### src/rtl/bpsk_demod_correlator.sv
// bpsk_demod_correlator: coherent BPSK correlator (sample x carrier ref, integrate per symbol, hard decision).
// Optional signed soft output enabled by defining BPSK_DEMOD_SOFT_OUT_EN.
`ifndef FIXDT_16_WIDTH
`define FIXDT_16_WIDTH 16
`endif
`ifndef CARRIER_SAMPLES_PER_PERIOD
`define CARRIER_SAMPLES_PER_PERIOD 8
`endif

module cosine_lut #(
    parameter int WIDTH      = 16,
    parameter int DEPTH      = 8,
    parameter int READ_PORTS = 1,
    parameter int AW         = (DEPTH > 1) ? $clog2(DEPTH) : 1
) (
    input  logic [READ_PORTS*AW-1:0]    addr,
    output logic [READ_PORTS*WIDTH-1:0] data
);
    // Entries are round-half-away-from-zero of full-scale cos(2*pi*k/DEPTH), fixed at elaboration.
    function automatic logic signed [WIDTH-1:0] cos_q(input int k);
        real a;
        a = $cos(6.283185307179586 * k / DEPTH) * real'((longint'(1) << (WIDTH - 1)) - 1);
        return WIDTH'($rtoi(a < 0.0 ? a - 0.5 : a + 0.5));
    endfunction

    logic signed [WIDTH-1:0] rom [DEPTH];

    for (genvar g = 0; g < DEPTH; g++) begin : g_rom
        localparam logic signed [WIDTH-1:0] V = cos_q(g);
        assign rom[g] = V;
    end

    for (genvar p = 0; p < READ_PORTS; p++) begin : g_port
        assign data[p*WIDTH +: WIDTH] = rom[addr[p*AW +: AW]];
    end
endmodule

module bpsk_demod_correlator #(
    parameter int SAMPLE_WIDTH       = `FIXDT_16_WIDTH,
    parameter int CARRIER_SAMPLES    = `CARRIER_SAMPLES_PER_PERIOD,
    parameter int PERIODS_PER_SYMBOL = 4
) (
    input  logic                           clk,
    input  logic                           rst,
    input  logic                           align,
    input  logic signed [SAMPLE_WIDTH-1:0] s_data,
    input  logic                           s_valid,
    output logic                           s_ready,
    output logic                           bit_out,
    output logic                           bit_valid,
    input  logic                           bit_ready
`ifdef BPSK_DEMOD_SOFT_OUT_EN
    ,
    output logic signed [SAMPLE_WIDTH-1:0] soft_out
`endif
);
    localparam int SPS       = CARRIER_SAMPLES * PERIODS_PER_SYMBOL;
    localparam int CW        = $clog2(SPS);
    localparam int ACC_WIDTH = 2 * SAMPLE_WIDTH + CW;
    localparam int PROD_W    = 2 * SAMPLE_WIDTH;
    localparam int PW        = (CARRIER_SAMPLES > 1) ? $clog2(CARRIER_SAMPLES) : 1;

    logic                    accept;
    logic [PW-1:0]           phase_idx, base_phase, next_phase;
    logic [CW-1:0]           samp_cnt, base_cnt, next_cnt;
    logic signed [SAMPLE_WIDTH-1:0] cos_ref;
    logic [PROD_W-1:0]       s_ext, c_ext;
    logic signed [PROD_W-1:0] prod;
    logic                    p_valid, p_first, p_last;
    logic signed [ACC_WIDTH-1:0] acc, acc_base, acc_sum;
    logic                    step, decide;

    assign s_ready = !(bit_valid && !bit_ready);
    assign accept  = s_valid && s_ready;

    // align restarts the symbol in the same cycle, so an accepted sample becomes index 0
    assign base_phase = align ? '0 : phase_idx;
    assign base_cnt   = align ? '0 : samp_cnt;
    assign next_phase = (base_phase == PW'(CARRIER_SAMPLES - 1)) ? '0 : base_phase + PW'(1);
    assign next_cnt   = (base_cnt == CW'(SPS - 1)) ? '0 : base_cnt + CW'(1);

    cosine_lut #(
        .WIDTH(SAMPLE_WIDTH),
        .DEPTH(CARRIER_SAMPLES),
        .READ_PORTS(1),
        .AW(PW)
    ) u_lut (
        .addr(base_phase),
        .data(cos_ref)
    );

    always_ff @(posedge clk) begin
        if (rst) begin
            phase_idx <= '0;
            samp_cnt  <= '0;
        end else if (accept) begin
            phase_idx <= next_phase;
            samp_cnt  <= next_cnt;
        end else if (align) begin
            phase_idx <= '0;
            samp_cnt  <= '0;
        end
    end

    // Low 2W bits of the product of sign-extended operands equal the signed full product
    assign s_ext = {{SAMPLE_WIDTH{s_data[SAMPLE_WIDTH-1]}}, s_data};
    assign c_ext = {{SAMPLE_WIDTH{cos_ref[SAMPLE_WIDTH-1]}}, cos_ref};

    always_ff @(posedge clk) begin
        if (rst) begin
            prod    <= '0;
            p_valid <= 1'b0;
            p_first <= 1'b0;
            p_last  <= 1'b0;
        end else begin
            prod    <= s_ext * c_ext;
            p_valid <= accept;
            p_first <= base_cnt == '0;
            p_last  <= base_cnt == CW'(SPS - 1);
        end
    end

    // A product still in stage 1 on an align edge belongs to the discarded symbol
    assign step     = p_valid && !align;
    assign decide   = step && p_last;
    assign acc_base = p_first ? '0 : acc;
    assign acc_sum  = acc_base + {{(ACC_WIDTH-PROD_W){prod[PROD_W-1]}}, prod};

    always_ff @(posedge clk) begin
        if (rst) begin
            acc       <= '0;
            bit_out   <= 1'b0;
            bit_valid <= 1'b0;
        end else begin
            if (step)
                acc <= acc_sum;
            if (decide) begin
                bit_out   <= acc_sum[ACC_WIDTH-1];
                bit_valid <= 1'b1;
            end else if (bit_ready) begin
                bit_valid <= 1'b0;
            end
        end
    end

`ifdef BPSK_DEMOD_SOFT_OUT_EN
    localparam int SH = SAMPLE_WIDTH - 1 + CW;
    localparam logic signed [ACC_WIDTH-1:0] SMAX = {{(ACC_WIDTH-SAMPLE_WIDTH+1){1'b0}}, {(SAMPLE_WIDTH-1){1'b1}}};
    localparam logic signed [ACC_WIDTH-1:0] SMIN = {{(ACC_WIDTH-SAMPLE_WIDTH+1){1'b1}}, {(SAMPLE_WIDTH-1){1'b0}}};

    logic signed [ACC_WIDTH-1:0]    acc_sh;
    logic signed [SAMPLE_WIDTH-1:0] soft_next;

    assign acc_sh    = acc_sum >>> SH;
    assign soft_next = (acc_sh > SMAX) ? SMAX[SAMPLE_WIDTH-1:0] :
                       (acc_sh < SMIN) ? SMIN[SAMPLE_WIDTH-1:0] : acc_sh[SAMPLE_WIDTH-1:0];

    always_ff @(posedge clk) begin
        if (rst)
            soft_out <= '0;
        else if (decide)
            soft_out <= soft_next;
    end
`endif
endmodule

### config.mk
export PLATFORM = sky130hd
export DESIGN_NAME = bpsk_demod_correlator
export DESIGN_NICKNAME = d
export VERILOG_FILES = /design/src/rtl/bpsk_demod_correlator.sv
export SDC_FILE = /design/constraint.sdc
export NUM_CORES = 1
export LEC_CHECK = 0
export ABC_AREA = 0
export ABC_CLOCK_PERIOD_IN_PS = 10300
export BUFFER_PORTS_ARGS = -buffer_cell sky130_fd_sc_hd__buf_2
export CAP_MARGIN = 25
export CORE_MARGIN = 8
export CORE_UTILIZATION = 47
export CTS_CLUSTER_SIZE = 28
export DETAILED_ROUTE_END_ITERATION = 10
export PLACE_DENSITY_LB_ADDON = 0.2
export SLEW_MARGIN = 20
export SYNTH_ARGS = -nofsm -noshare
export SYNTH_HDL_FRONTEND = slang
export SYNTH_HIERARCHICAL = 1
export SYNTH_SLANG_ARGS = --single-unit
### constraint.sdc
create_clock -name clk -period 10.3 [get_ports clk]
set_input_delay 1.545 -clock clk [delete_from_list [all_inputs] [get_ports clk]]
set_output_delay 1.545 -clock clk [all_outputs]
set_load 0.01 [all_outputs]
# Word level (Yosys, flattened, before mapping)
# Memories as Yosys holds them, arrays and structs flattened.
# Cells that the tools add are included.
dict set report classes {
  add_sub_neg 3
  multipliers 1
  n_div 0
  order_cmp 1
  n_eq_ne 2
  shift 0
  mux 11
  bitwise_logic 1
  reduce_logical 9
}
# operator count
set ops {}
lappend ops {{37-bit adder} 1}
lappend ops {{37-bit 2-to-1 mux} 1}
lappend ops {{16-bit by 16-bit multiplier with 32-bit output} 1}
lappend ops {{16-bit 2-to-1 mux} 2}
lappend ops {{5-bit 2-to-1 mux} 3}
lappend ops {{3-bit 2-to-1 mux} 3}
lappend ops {{5-bit by 1-bit adder with 5-bit output (second input constant)} 1}
lappend ops {{5-bit equality test (second input constant)} 1}
lappend ops {{5-bit zero test} 1}
lappend ops {{4-bit >= comparator (second input constant)} 1}
lappend ops {{1-bit logical AND} 4}
lappend ops {{3-bit inverter with 4-bit output} 1}
lappend ops {{3-bit by 1-bit adder with 3-bit output (second input constant)} 1}
lappend ops {{3-bit equality test (second input constant)} 1}
lappend ops {{1-bit zero test} 3}
lappend ops {{1-bit 2-to-1 mux} 2}
lappend ops {{2-bit nonzero test} 1}
dict set report totals {
  ff_bits 82
  latchBits 0
  ramBits 0
  mem_bits_ro 128
  output_inout_bits 3
  memories 1
}
# name depth word_bits rd rd_clocked_by_memory_dff write_ports line
set mem_list {}
lappend mem_list {{(name not given)} 8 16 1 0 0 34} ;# assign data[p*WIDTH +: WIDTH] = rom[addr[p*AW +: AW]];

# Depth between registers and ports, before layout
dict set report depth {
  depth_word 6
  mapped_depth 31
  mapped_depth_nobuf 27
}

# By module
# Netlist, hierarchy kept.
# module instances cells_per_inst area_each_um2 seq_area_each_um2
set modules_own_cells {}
lappend modules_own_cells {bpsk_demod_correlator 1 1681 14610.3 1641.6}
lappend modules_own_cells {cosine_lut 1 23 182.7 0.0}

# Least setup slack after synthesis
# No wires, ideal clock.
dict set report synth_path {
  kind {in2reg}
  from {in align}
  to {reg prod[24]}
  t_arrival_ps 8830
  path_slack_ps 1346
  path_stages 28
  path_buffers 3
  cell_sequence {clkbuf_1 > nor2b_1 > inv_1 > ha_1 > o21ai_0 > buf_4 > clkbuf_1 > nand2_1 > fa_1 > inv_1 > fa_1 > inv_1 > fa_1 > inv_1 > fa_1 > fa_1 > inv_1 > fa_1 > inv_1 > ha_1 > a211oi_1 > nor2_1 > nor3_1 > nand2_1 > a41o_1 > o41a_1 > a31oi_1 > mux2_1}
}
dict set report synth_via {
  elab_chain_cells 6
}
# item line
set synth_lines {}
lappend synth_lines {{start, declared} 45} ;# input logic align,
lappend synth_lines {{3-bit 2-to-1 mux} --}
lappend synth_lines {{named net base_phase[0]} 64} ;# logic [PW-1:0] phase_idx, base_phase, next_phase;
lappend synth_lines {{3-bit inverter with 4-bit output (implied by the code)} 34}
lappend synth_lines {{memory 8 x 16 bit} --}
lappend synth_lines {{16-bit 2-to-1 mux (implied by the code) (2 in a row)} 34}
lappend synth_lines {{named net cos_ref[2]} 66} ;# logic signed [SAMPLE_WIDTH-1:0] cos_ref;
lappend synth_lines {{16-bit by 16-bit multiplier with 32-bit output} 116} ;# prod <= s_ext * c_ext;
lappend synth_lines {{end signal, assigned} 116}
lappend synth_lines {{end, declared} 68} ;# logic signed [PROD_W-1:0] prod;
# The timed path passes the listed nets, and every way through them passes these cells. The select of a mux whose other input is x is not followed.
# A chain may end at the register's enable or synchronous reset.

# Final worst setup path
# Ends and elaborated chain as after synthesis.

==> metrics.txt <==
status=finished, final reports clean; period utilization=85.0%; DR iter-0 viols=496; vias in the first global route=11807; sequential area share after synthesis=11.1%; Fill cells=3026; Worst EP arrival=8980 ps; critical path's top delay family=adder cells; Clock Latency Late Sink=340 ps; Mapped Cells=1704; max-cap viol count=0; GR Overflow Total=0; skew final=8.09 ps; ANT nets after route=0; gr usage total=18.4%; Post-CTS Resized=0; crit path buf inv count=7; routed length per instance=15.9 um; worst min path class=reg -> reg; critical path startpoint=align; die area=0.0374 mm^2; Post-synth ARST share=0%; RSZ-0062 raised after global routing=no; syn_nets=2114; CTS H-tree lvls=3; Die Ht=193 um; clk sinks=82; slack of the critical path=1550 ps; post-CTS setup repair buffer count=0; Core ar.=0.0313 mm^2; DR pass1 iterations=5; R2R depth=25; Vias/cell=5.25; largest net degree at the start of global routing=127; Crit Path Category=in -> reg; Syn Area/Cell=8.68 um^2; most frequent cells in the layout=inv_1 (287), fa_1 (263), nand2_1 (199); worst stage delay on the critical path=680 ps; clock-pin slew on the worst setup and hold paths=60 ps; Synth Flop Type=dfxtp_1; CTS Hold Buffers Added=0; CP dominant cell by count=fa_1; CTS tree=built; drt drc=0; Hold WS=447 ps; final net count=2081; fin crit period=8750 ps; cts bufs inserted=9; Root Buffer=clkbuf_16; Final Max Tran Viols=0; Crit path depth=26; Buffers on Ports=23; final setup vio count=0; FMAX=114 MHz; leading cell type in the layout, fill and taps excluded=inv_1; critical path startpoint category=input port; Final Hold Violating Endpoints=0; Crit-path slowest cell=nor2b_1; share of cells above drive strength 1=3.40%; Max clock buf depth=2; DP Worst Slack=1220 ps; Ports=24; Synth cell types=63; synthesized flop and latch total=82; Worst Setup EP=prod[24]; row cnt=65; Least-Margin Pin Slew=908 ps; Die W=193 um; total number of vias=10907; synth warn=6; initial antenna violation count=2; r2r setup slk=2620 ps; Placer Congestion=0.861; dpl hpwl=26.0 mm; Syn-to-layout area delta=4.68%; worst r2r src=phase_idx[2]; final WL=33.0 mm; Max FO, Critical Path=37; critical path endpoint category=flop; setup TNS=0 ps; Req. time, crit path=10530 ps; reg2reg end=prod[24]; Post-synth EDFFs=0; Worst slew margin=39.4%; Starting Density=47.2%; first-pass GRT wire length=57.5 mm; Syn Std Cell Area=0.0148 mm^2; ANT cells=0; final instance area=0.0155 mm^2; Post-DP Area=0.0152 mm^2
==> stage by stage <==
| stage | utilization [%] | std cells |
|---|---|---|
| after global placement | 48.5 | 2061 |
| after detailed placement | 48.5 | 2061 |
| final | 49.5 | 2078 |
| after CTS | 49.4 | 2077 |
| after global routing | 49.5 | 2078 |
| after floorplan | - | 1704 |
==> cell families (layout without fill, tap and decap cells) <==
kind of cell | Yosys count | in the layout | synth area share (%)
flip-flops | 82 | 82 | 11.1
AND/OR/NAND/NOR | 563 | 563 | 18.9
adder cells (fa/ha/maj) | 389 | 389 | 46.2
multiplexers | 5 | 5 | 0.381
buffers and inverters | 362 | 334 | 9.47
XOR/XNOR | 54 | 54 | 3.20
AO/OA/AOI/OAI | 249 | 249 | 10.7
==> registers in the layout, summed over array words and instances (netlist names) <==
signal     count
phase_idx      3
acc           37
p_valid        1
bit_out        1
samp_cnt       5
bit_valid      1
p_first        1
p_last         1
prod          32
==> cells in the mapped netlist (8+ instances only) <==
cell type | count | area (um^2)
inv_1 | 287 | 1080
fa_1 | 263 | 5270
nand2_1 | 199 | 747
ha_1 | 126 | 1580
and2_1 | 125 | 782
a21oi_1 | 88 | 440
dfxtp_1 | 82 | 1640
nor2_1 | 76 | 285
clkbuf_1 | 61 | 229
nor2b_1 | 50 | 313
xnor2_1 | 40 | 350
o21ai_0 | 34 | 170
nor3_1 | 29 | 145
nand3_1 | 25 | 125
a21o_1 | 21 | 158
a211oi_1 | 17 | 128
a31oi_1 | 14 | 87.6
xor2_1 | 14 | 123
nand2b_1 | 12 | 75.1
o21a_1 | 12 | 90.1
buf_4 | 11 | 82.6
o211ai_1 | 10 | 75.1
nand4_1 | 9 | 56.3
o21ai_1 | 9 | 45.0
o21bai_1 | 9 | 67.6
or3_1 | 9 | 56.3
and3_1 | 8 | 50.1
nor4b_1 | 8 | 70.1
==> layout make-up <==
| cell class | instances | area [um^2] | area share, % |
|---|---|---|---|
| Inverter | 287 | 1080 | 6.96 |
| Sequential cell | 82 | 1640 | 10.6 |
| Tap cell | 402 | 503 | 3.25 |
| Clock inverter | 6 | 48.8 | 0.315 |
| Timing Repair Buffer | 31 | 208 | 1.34 |
| Multi-Input combinational cell | 1260 | 11800 | 76.1 |
| Clock buffer | 10 | 229 | 1.48 |
==> how the worst min path moves through the flow <==
stage             from  endpoint  depth (start not counted)
3_3_place_gp   acc[21]   acc[21]                          2
2_1_floorplan  acc[10]   acc[10]                          2
6_report       acc[11]   acc[11]                          2
4_1_cts        acc[11]   acc[11]                          2
3_5_place_dp   acc[11]   acc[11]                          2
5_1_grt        acc[14]   acc[14]                          2
==> metal layers <==
layer	GRT usage, %	routed length (um)	vias up
met3	1.89	1010	55
li1	-	-	5322
met2	33.7	16600	155
met1	22.7	14600	5375
met4	4.70	736	0
met5	0	0	-
==> worst min-delay path, delay by kind of cell (launching register included) <==
| kind | cells | cell delay [ps] |
|---|---|---|
| flops | 1 | 300 |
| simple gates | 1 | 50 |
| compound gates | 1 | 50 |
Power is not shown: default switching activity piles up to over one toggle a cycle in this logic, so the estimate is an artifact.
